===== config.mk =====
export PLATFORM = sky130hd
export DESIGN_NAME = mem_stage
export DESIGN_NICKNAME = d
export VERILOG_FILES = /design/src/rtl/mem_stage.sv
export SDC_FILE = /design/constraint.sdc
export NUM_CORES = 1
export LEC_CHECK = 0
export BUFFER_PORTS_ARGS = -buffer_cell sky130_fd_sc_hd__buf_2
export CAP_MARGIN = 20
export CORE_AREA = 2 2 160 162
export CTS_BUF_LIST = sky130_fd_sc_hd__clkbuf_16
export DETAILED_ROUTE_END_ITERATION = 10
export DIE_AREA = 0 0 162 164
export PLACE_DENSITY = 0.7
export SLEW_MARGIN = 40
export SYNTH_ARGS = -nofsm -noshare
export SYNTH_HDL_FRONTEND = slang
export SYNTH_SLANG_ARGS = --single-unit
export TNS_END_PERCENT = 1

===== constraint.sdc =====
create_clock -name clk -period 23.5 [get_ports clk]
set_input_delay 7.05 -clock clk [delete_from_list [all_inputs] [get_ports clk]]
set_output_delay 7.05 -clock clk [all_outputs]
set_load 0.01 [all_outputs]

===== src/rtl/mem_stage.sv =====
// MEM pipeline stage: registers the EX bus, aligns load data, holds SRAM data across WB stalls.
// Optional MS_FWD_EN drives forwarding data/we on ms_to_ds_bus; otherwise only stall bits are live.
module mem_stage #(
  parameter int ES_MS_W = 172,
  parameter int MS_WS_W = 167,
  parameter int MS_DS_W = 40
) (
  input  logic               clk,
  input  logic               reset,
  input  logic               es_to_ms_valid,
  output logic               ms_allow_in,
  input  logic [ES_MS_W-1:0] es_to_ms_bus,
  input  logic [31:0]        data_sram_rdata,
  input  logic               ws_allow_in,
  output logic               ms_to_ws_valid,
  output logic [MS_WS_W-1:0] ms_to_ws_bus,
  output logic [MS_DS_W-1:0] ms_to_ds_bus,
  input  logic               wb_flush
);

  typedef enum logic [0:0] {
    HOLD_EMPTY = 1'b0,
    HOLD_HELD  = 1'b1
  } hold_state_t;

  logic               ms_valid_r;
  logic [ES_MS_W-1:0] bus_r;
  hold_state_t        hold_state_r;
  hold_state_t        hold_state_s;
  logic [31:0]        hold_data_r;
  logic               capture_s;
  logic               ms_ready_go_s;
  logic               bus_load_s;
  logic [4:0]         load_op_s;
  logic               is_load_s;
  logic [31:0]        alu_result_s;
  logic [31:0]        rdata_eff_s;
  logic [31:0]        final_result_s;
  logic [31:0]        fwd_data_s;
  logic               fwd_we_s;

  // Extract the addressed byte/half and extend it according to the one-hot {hu,bu,w,h,b} op.
  function automatic logic [31:0] align_load(input logic [4:0]  op,
                                             input logic [1:0]  addr,
                                             input logic [31:0] rd);
    logic [7:0]  byte_v;
    logic [15:0] half_v;
    logic [31:0] res;
    case (addr)
      2'b00:   byte_v = rd[7:0];
      2'b01:   byte_v = rd[15:8];
      2'b10:   byte_v = rd[23:16];
      2'b11:   byte_v = rd[31:24];
      default: byte_v = 8'd0;
    endcase
    if (addr[1]) begin
      half_v = rd[31:16];
    end else begin
      half_v = rd[15:0];
    end
    case (op)
      5'b00001: res = {{24{byte_v[7]}}, byte_v};
      5'b00010: res = {{16{half_v[15]}}, half_v};
      5'b00100: res = rd;
      5'b01000: res = {24'd0, byte_v};
      5'b10000: res = {16'd0, half_v};
      default:  res = 32'd0;
    endcase
    return res;
  endfunction

  assign ms_ready_go_s  = 1'b1;
  assign ms_allow_in    = !ms_valid_r || (ms_ready_go_s && ws_allow_in);
  assign ms_to_ws_valid = ms_valid_r && ms_ready_go_s && !wb_flush;
  assign bus_load_s     = es_to_ms_valid && ms_allow_in && !wb_flush;

  assign load_op_s    = bus_r[171:167];
  assign is_load_s    = |load_op_s;
  assign alu_result_s = bus_r[69:38];

  // Stage valid flag; a flush wins over any incoming instruction.
  always_ff @(posedge clk or posedge reset) begin
    if (reset) begin
      ms_valid_r <= 1'b0;
    end else if (wb_flush) begin
      ms_valid_r <= 1'b0;
    end else if (ms_allow_in) begin
      ms_valid_r <= es_to_ms_valid;
    end else begin
      ms_valid_r <= ms_valid_r;
    end
  end

  // EX-to-MEM bus register, loaded only for an accepted, unflushed instruction.
  always_ff @(posedge clk or posedge reset) begin
    if (reset) begin
      bus_r <= {ES_MS_W{1'b0}};
    end else if (bus_load_s) begin
      bus_r <= es_to_ms_bus;
    end else begin
      bus_r <= bus_r;
    end
  end

  // Hold-buffer state register.
  always_ff @(posedge clk or posedge reset) begin
    if (reset) begin
      hold_state_r <= HOLD_EMPTY;
    end else begin
      hold_state_r <= hold_state_s;
    end
  end

  // Hold-buffer next state: SRAM data is only valid for one cycle, so capture it when WB stalls a load.
  always_comb begin
    hold_state_s = hold_state_r;
    capture_s    = 1'b0;
    case (hold_state_r)
      HOLD_EMPTY: begin
        if (ms_valid_r && is_load_s && !ws_allow_in && !wb_flush) begin
          hold_state_s = HOLD_HELD;
          capture_s    = 1'b1;
        end else begin
          hold_state_s = HOLD_EMPTY;
        end
      end
      HOLD_HELD: begin
        if (ws_allow_in || wb_flush || bus_load_s) begin
          hold_state_s = HOLD_EMPTY;
        end else begin
          hold_state_s = HOLD_HELD;
        end
      end
      default: begin
        hold_state_s = HOLD_EMPTY;
      end
    endcase
  end

  // Captured read data.
  always_ff @(posedge clk or posedge reset) begin
    if (reset) begin
      hold_data_r <= 32'd0;
    end else if (capture_s) begin
      hold_data_r <= data_sram_rdata;
    end else begin
      hold_data_r <= hold_data_r;
    end
  end

  // Result selection between held/live load data and the ALU result.
  always_comb begin
    rdata_eff_s    = data_sram_rdata;
    final_result_s = alu_result_s;
    if (hold_state_r == HOLD_HELD) begin
      rdata_eff_s = hold_data_r;
    end else begin
      rdata_eff_s = data_sram_rdata;
    end
    if (is_load_s) begin
      final_result_s = align_load(load_op_s, alu_result_s[1:0], rdata_eff_s);
    end else begin
      final_result_s = alu_result_s;
    end
  end

  assign ms_to_ws_bus = {bus_r[166:70], final_result_s, bus_r[37:0]};

`ifdef MS_FWD_EN
  assign fwd_data_s = final_result_s;
  assign fwd_we_s   = ms_valid_r && bus_r[32];
`else
  assign fwd_data_s = 32'd0;
  assign fwd_we_s   = 1'b0;
`endif

  // Stall bits are qualified by ms_valid so a squashed load never stalls ID.
  assign ms_to_ds_bus = {ms_valid_r && (bus_r[118] || bus_r[117]),
                         ms_valid_r && is_load_s,
                         fwd_we_s,
                         bus_r[37:33],
                         fwd_data_s};

endmodule


==> impl_metrics.env <==
export IMPL_reg2reg_slack_ps=21020
export IMPL_grt_max_degree=133
export IMPL_cts_hold_fix_buffers=0
export IMPL_yosysMostFrequentCell="mux2_2"
export IMPL_final_area_um2=12100
export IMPL_synth_simple_gate_area_share_pct=2.53
export IMPL_die_height_um=164
export IMPL_worstPathArrival_ps=8590
export IMPL_synthFlopType="dfrtp_1"
export IMPL_dieArea_um2=26600
export IMPL_skew_ps=15.3
export IMPL_drive_gt1_share_pct=65.9
export IMPL_wl_per_cell_um=18.6
export IMPL_synth_cells=768
export IMPL_slew_headroom_pct=45.4
export IMPL_worst_r2r_path_depth=5
export IMPL_synthArstFlopShare_pct=100
export IMPL_antenna_found_initial=7
export IMPL_synth_top_family_by_area="multiplexers"
export IMPL_globalRouteOverflowTotal=0
export IMPL_powerDensity_nw_per_um2=87.2
export IMPL_crit_start="data_sram_rdata[31]"
export IMPL_gp_routability_congestion=0.832
export IMPL_vdd_drop_max_v=0.0000673
export IMPL_critPathLaunchType="input port"
export IMPL_drt_iter0_markers=338
export IMPL_fin_nets=1215
export IMPL_drc=0
export IMPL_power_leakage_nw=5.95
export IMPL_fmax_ghz=0.0639
export IMPL_rsz0062_at_grt="no"
export IMPL_hold_depth=1
export IMPL_cts_resized=0
export IMPL_syn2layout_area_growth_pct=17.5
export IMPL_min_period_over_period_pct=66.5
export IMPL_die_width_um=162
export IMPL_synthXorXnorAreaFrac_pct=0.170
export IMPL_path_max_fanout=8
export IMPL_drtPass1Iterations=5
export IMPL_hold_start="bus_r[8]"
export IMPL_vias_per_cell=4.89
export IMPL_core_area_um2=24800
export IMPL_grt_pass1_vias=6754
export IMPL_wirelength_mm=25.3
export IMPL_period_minus_slack_ps=15640
export IMPL_slew_violations=0
export IMPL_grt_first_pass_wirelength_mm=37.9
export IMPL_crit_required_ps=16450
export IMPL_worstSetupPathType="in -> out"
export IMPL_cts_tree="yes"
export IMPL_synthMuxAreaShare_pct=27.9
export IMPL_tns_ps=0
export IMPL_cp_end_kind="output port"
export IMPL_hold_viol_final=0
export IMPL_instances_no_fill=1357
export IMPL_row_count=58
export IMPL_cts_inserted_buffers=24
export IMPL_ios=418
export IMPL_clk_insertion_delay_late_ps=520
export IMPL_port_buffers=384
export IMPL_synth_common_cells="mux2_2 (207), dfrtp_1 (206), buf_4 (177)"
export IMPL_ys_seq_area_share_pct=50.0
export IMPL_syn_area_per_cell_um2=13.4
export IMPL_yosys_register_bits=206
export IMPL_clk_pin_slew_ps=60
export IMPL_min_path_type="reg -> reg"
export IMPL_cts_root_buf="clkbuf_16"
export IMPL_cts_path_max_buffers=3
export IMPL_yosys_area_top_type="dfrtp_1"
export IMPL_initial_utilization_pct=41.5
export IMPL_place_inst=1310
export IMPL_yosysWarnings=0
export IMPL_synth_edf_count=0
export IMPL_yosys_top_cells_area="dfrtp_1 (50%), mux2_2 (23%), buf_4 (13%)"
export IMPL_h_tree_depth=1
export IMPL_worstMarginPinSlew_ps=811
export IMPL_ant_nets=0
export IMPL_dp_hpwl_mm=18.4
export IMPL_clock_sinks=206
export IMPL_synth_area_um2=10300
export IMPL_status="complete, no violations"
export IMPL_reg2reg_from="ms_valid_r"
export IMPL_postLayoutCoreUtil_pct=48.8
export IMPL_yosysTopAreaCellShare_pct=50.0
export IMPL_finalSetupViolCount=0
export IMPL_vias=6635
export IMPL_postCtsSetupBuffers=0
export IMPL_synth_adder_area_share_pct=0
export IMPL_grtUsageTotal_pct=18.1
export IMPL_synth_compound_area_share_pct=4.34
export IMPL_fin_hold_ws_ps=499
export IMPL_drv_cap=0
export IMPL_placed_cell_area_um2=11300
export IMPL_synth_distinct_cells=41
[flip-flops by register name, summed over array words and instances, names as in the netlist]
signal        count
bus_r           172
ms_valid_r        1
hold_state_r      1
hold_data_r      32
[power breakdown]
| part | switching (W) | internal [W] |
|---|---|---|
| clock | 0.000146 | 0.000208 |
| sequential | 0.0000404 | 0.000422 |
| combinational | 0.000110 | 0.000128 |
| total | 0.000297 | 0.000758 |
[layout by cell type (no fill, tap or decap), types with 2 or more instances in the layout]
cell type  synthesis  layout
diode_2            0       5
bufinv_16          0       2
a222oi_1           6       6
nor2b_1            3       3
nor2_1            10      10
clkinv_2           0       6
clkinv_1           0       5
buf_2             23     384
a221o_1           24      24
o211ai_1           2       2
conb_1             1      33
nand2_1           12      12
xnor2_1            2       2
a22o_1             5       5
a21oi_1            4       4
clkbuf_16          0      24
buf_6              4       3
mux2_4            30      30
dfrtp_1          206     206
mux2_2           207     207
o21a_1             2       2
buf_4            177       6
mux2i_1            7       7
nor3_1             2       2
and2b_1            2       2
o21ai_0            2       2
inv_1              6       8
nand2b_1           4       4
[worst max-delay path, cell delays in order]
cell and delay (ps):
buf_2 110, mux4_2 490, nand2_1 90, o21ai_0 110, nand2b_1 380, o211ai_1 170, buf_2 180
[routing by layer]
| layer | GRT usage, % | wire, um |
|---|---|---|
| met1 | 22.1 | 9810 |
| met2 | 32.0 | 12900 |
| met3 | 4.90 | 2100 |
| met4 | 4.51 | 473 |
| met5 | 0 | 11 |
[path summary, 6_finish.rpt]
check | end
max in group asynchronous | bus_r[1]
min in group asynchronous | bus_r[89]
min reg2reg | bus_r[8]
max reg2reg | bus_r[95]
max | ms_to_ws_bus[47]
min | bus_r[8]
[stage by stage]
stage | setup slack, ps | total power [W]
floorplan | 8240 | 0.000667
global placement | 7930 | 0.000699
detailed placement | 7870 | 0.000708
CTS | 7870 | 0.00107
global route | 7760 | 0.00111
finish | 7860 | 0.00105
[kinds of logic (layout without fill, tap and decap cells)]
kind of cell	count (synthesis)	after routing
other	1	38
buffers and inverters	219	441
XOR/XNOR	2	2
flip-flops	206	206
AND/OR/NAND/NOR	45	45
multiplexers	245	245
AO/OA/AOI/OAI	50	50
[area by class of cell]
type                    count  area [um2]
flip-flops and latches    206        5150
clock buffers              24         601
diodes                      5        12.5
fillers                  2213       12700
inverters                   6        35.0
repair buffers            393        2000
well taps                 330         413
clock inverters            18         145
multi-input cells         375        3740
Power figures use the tool's default switching activity.
